### src/rtl/onecounter_rr_scheduler_pkg.sv
// rtl/onecounter_rr_scheduler_pkg.sv - shared types and constants for the bit-1-counter engine scheduler
package onecounter_rr_scheduler_pkg;

  localparam int DATA_W             = 32;
  localparam int DEF_START_HOLD     = 4;
  localparam int DEF_TIMEOUT_CYCLES = 1024;

  typedef enum logic [1:0] {
    IDLE  = 2'd0,
    ISSUE = 2'd1,
    WAIT  = 2'd2,
    RESP  = 2'd3
  } state_e;

endpackage

### src/rtl/onecounter_rr_scheduler_rr_arbiter.sv
// rtl/onecounter_rr_scheduler_rr_arbiter.sv - combinational round-robin pick starting at a rotating pointer
module onecounter_rr_scheduler_rr_arbiter #(
  parameter int NUM_REQ = 4,
  parameter int ID_W    = 2
) (
  input  logic [NUM_REQ-1:0] i_req,
  input  logic [ID_W-1:0]    i_ptr,
  output logic [NUM_REQ-1:0] o_gnt,
  output logic [ID_W-1:0]    o_idx,
  output logic               o_valid
);

  logic [ID_W-1:0] cand;

  // Scan from the farthest slot back to the pointer so the slot nearest the pointer wins last.
  always_comb begin
    o_gnt   = '0;
    o_idx   = '0;
    o_valid = 1'b0;
    cand    = '0;
    for (int k = NUM_REQ - 1; k >= 0; k--) begin
      cand = ID_W'((int'(i_ptr) + k) % NUM_REQ);
      if (i_req[cand]) begin
        o_valid = 1'b1;
        o_idx   = cand;
      end
    end
    if (o_valid) begin
      o_gnt[o_idx] = 1'b1;
    end
  end

endmodule

### src/rtl/onecounter_rr_scheduler.sv
// rtl/onecounter_rr_scheduler.sv - shares one bit-1-counter engine among requesters; optional watchdog via ONECOUNTER_SCHED_TIMEOUT_EN
module onecounter_rr_scheduler
  import onecounter_rr_scheduler_pkg::*;
#(
  parameter int NUM_REQ        = 4,
  parameter int ID_W           = 2,
  parameter int START_HOLD     = DEF_START_HOLD,
  parameter int TIMEOUT_CYCLES = DEF_TIMEOUT_CYCLES
) (
  input  logic                      i_clk,
  input  logic                      i_rst,
  input  logic [NUM_REQ-1:0]        i_req,
  input  logic [NUM_REQ*DATA_W-1:0] i_data,
  output logic [NUM_REQ-1:0]        o_gnt,
  output logic                      o_ack,
  output logic [ID_W-1:0]           o_ackId,
  output logic [DATA_W-1:0]         o_result,
  output logic                      o_err,
  output logic                      o_busy,
  output logic                      o_engStart,
  output logic [DATA_W-1:0]         o_engData,
  input  logic                      i_engDone,
  input  logic [DATA_W-1:0]         i_engResult
);

  localparam int HOLD_W = $clog2(START_HOLD);

  if (ID_W != $clog2(NUM_REQ) || START_HOLD < 4 || TIMEOUT_CYCLES < 1) begin : g_param_check
    $error("onecounter_rr_scheduler: inconsistent parameters");
  end

  state_e              state_q, state_d;
  logic [NUM_REQ-1:0]  gnt_q, gnt_d;
  logic [ID_W-1:0]     gnt_idx_q, gnt_idx_d;
  logic [ID_W-1:0]     rr_ptr_q, rr_ptr_d;
  logic [ID_W-1:0]     ack_id_q, ack_id_d;
  logic [DATA_W-1:0]   eng_data_q, eng_data_d;
  logic [DATA_W-1:0]   result_q, result_d;
  logic [HOLD_W-1:0]   hold_cnt_q, hold_cnt_d;
  logic                done_q, done_d;
  logic                ack_q, ack_d;

  logic [NUM_REQ-1:0]  arb_gnt;
  logic [ID_W-1:0]     arb_idx;
  logic                arb_valid;
  logic [ID_W-1:0]     next_ptr;

`ifdef ONECOUNTER_SCHED_TIMEOUT_EN
  logic [31:0]         to_cnt_q, to_cnt_d;
  logic                err_q, err_d;
`endif

  onecounter_rr_scheduler_rr_arbiter #(
    .NUM_REQ (NUM_REQ),
    .ID_W    (ID_W)
  ) u_arb (
    .i_req   (i_req),
    .i_ptr   (rr_ptr_q),
    .o_gnt   (arb_gnt),
    .o_idx   (arb_idx),
    .o_valid (arb_valid)
  );

  // Pointer moves just past the requester that was served so the others get the next turn.
  assign next_ptr = (gnt_idx_q == ID_W'(NUM_REQ - 1)) ? '0 : gnt_idx_q + 1'b1;

  // Next-state and datapath: arbitrate, hold start, catch the done edge, wait for the engine to go idle.
  always_comb begin
    state_d    = state_q;
    gnt_d      = gnt_q;
    gnt_idx_d  = gnt_idx_q;
    rr_ptr_d   = rr_ptr_q;
    ack_id_d   = ack_id_q;
    eng_data_d = eng_data_q;
    result_d   = result_q;
    hold_cnt_d = hold_cnt_q;
    done_d     = i_engDone;
    ack_d      = 1'b0;
`ifdef ONECOUNTER_SCHED_TIMEOUT_EN
    to_cnt_d   = to_cnt_q;
    err_d      = 1'b0;
`endif
    case (state_q)
      IDLE: begin
        if (arb_valid) begin
          gnt_d      = arb_gnt;
          gnt_idx_d  = arb_idx;
          eng_data_d = i_data[DATA_W*int'(arb_idx) +: DATA_W];
          hold_cnt_d = '0;
          state_d    = ISSUE;
        end
      end
      ISSUE: begin
        if (hold_cnt_q == HOLD_W'(START_HOLD - 1)) begin
          state_d = WAIT;
`ifdef ONECOUNTER_SCHED_TIMEOUT_EN
          to_cnt_d = '0;
`endif
        end else begin
          hold_cnt_d = hold_cnt_q + 1'b1;
        end
      end
      WAIT: begin
        if (i_engDone && !done_q) begin
          result_d = i_engResult;
          ack_id_d = gnt_idx_q;
          ack_d    = 1'b1;
          state_d  = RESP;
        end
`ifdef ONECOUNTER_SCHED_TIMEOUT_EN
        else if (to_cnt_q == 32'(TIMEOUT_CYCLES - 1)) begin
          result_d = '0;
          ack_id_d = gnt_idx_q;
          ack_d    = 1'b1;
          err_d    = 1'b1;
          gnt_d    = '0;
          rr_ptr_d = next_ptr;
          state_d  = IDLE;
        end else begin
          to_cnt_d = to_cnt_q + 32'd1;
        end
`endif
      end
      RESP: begin
        if (!i_engDone) begin
          gnt_d    = '0;
          rr_ptr_d = next_ptr;
          state_d  = IDLE;
        end
      end
      default: state_d = IDLE;
    endcase
  end

  // State and datapath registers; reset abandons any service in flight.
  always_ff @(posedge i_clk or posedge i_rst) begin
    if (i_rst) begin
      state_q    <= IDLE;
      gnt_q      <= '0;
      gnt_idx_q  <= '0;
      rr_ptr_q   <= '0;
      ack_id_q   <= '0;
      eng_data_q <= '0;
      result_q   <= '0;
      hold_cnt_q <= '0;
      done_q     <= 1'b0;
      ack_q      <= 1'b0;
`ifdef ONECOUNTER_SCHED_TIMEOUT_EN
      to_cnt_q   <= '0;
      err_q      <= 1'b0;
`endif
    end else begin
      state_q    <= state_d;
      gnt_q      <= gnt_d;
      gnt_idx_q  <= gnt_idx_d;
      rr_ptr_q   <= rr_ptr_d;
      ack_id_q   <= ack_id_d;
      eng_data_q <= eng_data_d;
      result_q   <= result_d;
      hold_cnt_q <= hold_cnt_d;
      done_q     <= done_d;
      ack_q      <= ack_d;
`ifdef ONECOUNTER_SCHED_TIMEOUT_EN
      to_cnt_q   <= to_cnt_d;
      err_q      <= err_d;
`endif
    end
  end

  assign o_gnt      = gnt_q;
  assign o_ack      = ack_q;
  assign o_ackId    = ack_id_q;
  assign o_result   = result_q;
  assign o_busy     = (state_q != IDLE);
  assign o_engStart = (state_q == ISSUE);
  assign o_engData  = eng_data_q;
`ifdef ONECOUNTER_SCHED_TIMEOUT_EN
  assign o_err      = err_q;
`else
  assign o_err      = 1'b0;
`endif

endmodule

### config.mk
export PLATFORM = sky130hd
export DESIGN_NAME = onecounter_rr_scheduler
export DESIGN_NICKNAME = d
export VERILOG_FILES = /design/src/rtl/onecounter_rr_scheduler_pkg.sv /design/src/rtl/onecounter_rr_scheduler_rr_arbiter.sv /design/src/rtl/onecounter_rr_scheduler.sv
export SDC_FILE = /design/constraint.sdc
export NUM_CORES = 1
export LEC_CHECK = 0
export ABC_AREA = 1
export BUFFER_PORTS_ARGS = -buffer_cell sky130_fd_sc_hd__buf_2
export CAP_MARGIN = 10
export CORE_MARGIN = 2
export CORE_UTILIZATION = 45
export CTS_CLUSTER_DIAMETER = 50
export CTS_CLUSTER_SIZE = 24
export DETAILED_ROUTE_END_ITERATION = 7
export HOLD_SLACK_MARGIN = 0.06
export PLACE_DENSITY = 0.76
export SYNTH_ARGS = -nofsm -noshare
export SYNTH_HDL_FRONTEND = slang
export SYNTH_HIERARCHICAL = 1
export SYNTH_SLANG_ARGS = --single-unit
### constraint.sdc
create_clock -name i_clk -period 2.8 [get_ports i_clk]
set_clock_uncertainty 0.05 [all_clocks]
set_input_delay 0.56 -clock i_clk [delete_from_list [all_inputs] [get_ports i_clk]]
set_output_delay 0.56 -clock i_clk [all_outputs]
set_load 0.005 [all_outputs]
==> impl_metrics.json <==
{
  "core.rowCount": 37,
  "cp_slowest_stage_delay_ps": 790,
  "p_per_area_mw_per_mm2": 1140,
  "yosys_warnings": 6,
  "cts-hold-fix-buffers": 0,
  "synth.area.mux_share_pct": 0,
  "core_area_mm2": 0.0102,
  "postSynthCellCount": 665,
  "clock_latency_ps": 330,
  "insertedDiodeCount": 0,
  "min-delay-path-class": "in2async",
  "yosysMostFrequentCell": "sky130_fd_sc_hd__nand2_1",
  "combinational_family_with_the_most_area_after_synthesis": "simple AND/OR/NAND/NOR gates",
  "max_cap_violations": 0,
  "synth_edf_count": 0,
  "detailed_place_hpwl_mm": 9.99,
  "area_growth_syn_to_layout_pct": 30.9,
  "nNetsFinal": 1065,
  "synth.area.top_cells": "sky130_fd_sc_hd__dfrtp_1, sky130_fd_sc_hd__nand2_1, sky130_fd_sc_hd__nand3_1",
  "grt_max_degree": 66,
  "synth_adder_area_share_pct": 2.13,
  "filler_cell_count": 1017,
  "crit_path_start_kind": "flip-flop",
  "multiInputGateArea_mm2": 0.00220,
  "timing_worst_setup_path_type": "reg2reg",
  "place.gp.congestion": 0.855,
  "global_route_wire_length_before_repair_mm": 21.4,
  "relSlewSlack_pct": 31.1,
  "totalNegativeSetupSlack_ps": 0,
  "outcome": "finished clean",
  "vias_per_cell": 4.73,
  "synth.cells.most_frequent": "sky130_fd_sc_hd__nand2_1, sky130_fd_sc_hd__dfrtp_1, sky130_fd_sc_hd__inv_1",
  "remaining_drc_errors": 0,
  "leakagePower_nw": 3.76,
  "critPathRequiredTime_ps": 3020,
  "post-cts-setup-buffers": 0,
  "synth_simple_gate_area_share_pct": 40.1,
  "worstPathMaxFanout": 22,
  "drtAntennaViolNets": 0,
  "synth-compound-area-share_pct": 4.59,
  "routed_wire_length_per_instance_um": 12.6,
  "min_period_over_period_pct": 87.6,
  "gr-usage-all-layers_pct": 23.7,
  "timing_max_transition_violations_final": 0,
  "post_synthesis_cell_area_mm2": 0.00469,
  "async_flop_share_pct": 100,
  "regArea_mm2": 0.00200,
  "ys.flop_type": "sky130_fd_sc_hd__dfrtp_1",
  "post_cts_resize_count": 0,
  "postSynthRegisterBits": 80,
  "fp.dieW_um": 106,
  "postRouteWirelength_mm": 13.0,
  "tightestPinTransition_ps": 1030,
  "hold_violations": 0,
  "drt_pre_antenna_iters": 5,
  "port_buffers": 239,
  "worst_setup_hold_path_clk_slew_ps": 90,
  "floorplan.die_area_mm2": 0.0113,
  "synth_xor_area_share_pct": 0,
  "route.vias.total": 4881,
  "timing.critical_path.buf_inv": 1,
  "clock_sink_total": 80,
  "final_core_util_pct": 60.0,
  "syn-num-nets": 840,
  "dieHeight_um": 106,
  "antenna_found_initial": 0,
  "tritoncts": "done",
  "timing.critical_path.mode_cell": "sky130_fd_sc_hd__nand2_1",
  "ioPinCount": 241,
  "setup-violations-final": 0,
  "synthDominantAreaCellType": "sky130_fd_sc_hd__dfrtp_1",
  "period_needed_ps": 2450,
  "timing.critical_path.max_delay_family": "simple AND/OR/NAND/NOR gates",
  "cts-root-to-sink-buffers": 2,
  "start_util_pct": 45.8,
  "synth.yosys.seq_area_share_pct": 42.7,
  "netlist.area_leader.share_pct": 42.7,
  "max_freq_ghz": 0.408,
  "grt_overflow": 0,
  "grt_setup_unrepaired": "no",
  "vdd.ir_drop.worst_v": 0.000544,
  "drt-initial-drc-count": 210,
  "yosysUniqueCellTypes": 28,
  "fin_hold_ws_ps": 242,
  "cts-buffers-inserted": 9,
  "p_total_mw": 7.03,
  "crit_slowest_cell": "sky130_fd_sc_hd__nor2_2",
  "arrival_ps": 2680,
  "path_cells": "nand2_1, nand2_1, inv_2, nand4_1, nand2_2, nor2_2, o211ai_1, nand3_1",
  "syn-mean-instance-area_um2": 7.05,
  "clock_tree.htree_level_count": 3,
  "drive_gt1_share_pct": 34.7,
  "crit_path_end_kind": "flip-flop",
  "grt_pass1_vias": 4597,
  "clk_root_buffer_cell": "sky130_fd_sc_hd__clkbuf_8"
}
[cells by family (layout without fill, tap and decap cells)]
family,count (synthesis),in the layout
flip-flops,80,80
other,1,1
buffers and inverters,103,333
AND/OR/NAND/NOR,443,443
adder cells (fa/ha/maj),8,8
AO/OA/AOI/OAI,30,30
[sequential cells by signal, indices dropped and copies added (netlist names)]
name        count
o_engData      32
o_result       32
o_gnt           4
gnt_idx_q       2
hold_cnt_q      2
o_ackId         2
rr_ptr_q        2
state_q         2
done_q          1
o_ack           1
[worst paths after layout]
check	startpoint	endpoint	slack, ps	depth (start not counted)
setup / recovery	rr_ptr_q[0]$_DFFE_PP0P_	o_engData[17]$_DFFE_PP0P_	350	8
hold / removal	i_rst	o_result[2]$_DFFE_PP0P_	240	2
setup reg to reg	rr_ptr_q[0]$_DFFE_PP0P_	o_engData[17]$_DFFE_PP0P_	350	8
hold reg to reg	o_gnt[1]$_DFFE_PP0P_	o_gnt[1]$_DFFE_PP0P_	420	2
max in group asynchronous	i_rst	done_q$_DFF_PP0_	1830	3
min in group i_clk	i_engResult[7]	o_result[7]$_DFFE_PP0P_	360	3
[power breakdown]
group | total (mW) | leakage [nW] | internal (mW) | switching, mW
sequential | 2.08 | 0.997 | 1.73 | 0.351
combinational | 4.10 | 2.66 | 1.60 | 2.50
clock | 0.849 | 0.100 | 0.420 | 0.429
[layout by cell type (no fill, tap or decap), types with 6 or more instances in the layout]
| cell type | n |
|---|---|
| sky130_fd_sc_hd__nand2_1 | 334 |
| sky130_fd_sc_hd__dfrtp_1 | 80 |
| sky130_fd_sc_hd__nand2_2 | 12 |
| sky130_fd_sc_hd__o211ai_1 | 19 |
| sky130_fd_sc_hd__inv_2 | 6 |
| sky130_fd_sc_hd__or2_2 | 14 |
| sky130_fd_sc_hd__ha_1 | 8 |
| sky130_fd_sc_hd__buf_2 | 239 |
| sky130_fd_sc_hd__clkbuf_8 | 9 |
| sky130_fd_sc_hd__nand3_1 | 54 |
| sky130_fd_sc_hd__buf_4 | 6 |
| sky130_fd_sc_hd__inv_1 | 61 |
| sky130_fd_sc_hd__or2_1 | 8 |
[layout make-up]
type | count | share of cell area, %
multi-input cells | 482 | 35.8
flip-flops and latches | 80 | 32.6
repair buffers | 248 | 21.2
inverters | 69 | 4.32
well taps | 136 | 2.77
clock buffers | 9 | 2.02
clock inverters | 7 | 1.26
[through the flow]
stage                     setup WS [ps]  instance area (um2)  cells
after floorplan                     138                 4690    665
after global placement              443                 5940   1015
after detailed placement            338                 5940   1015
after CTS                           352                 6140   1031
after global routing               50.0                 6140   1031
final                               346                 6140   1031
[per-layer routing]
| metal | up-vias | track usage (%) | part of all wire, % |
|---|---|---|---|
| met2 | 185 | 41.6 | 51 |
| li1 | 2482 | - | - |
| met3 | 24 | 5.27 | 5.7 |
| met5 | - | 0 | 0 |
| met1 | 2190 | 28.5 | 41 |
| met4 | 0 | 8.93 | 2.5 |
(Power assumes the default switching activity.)
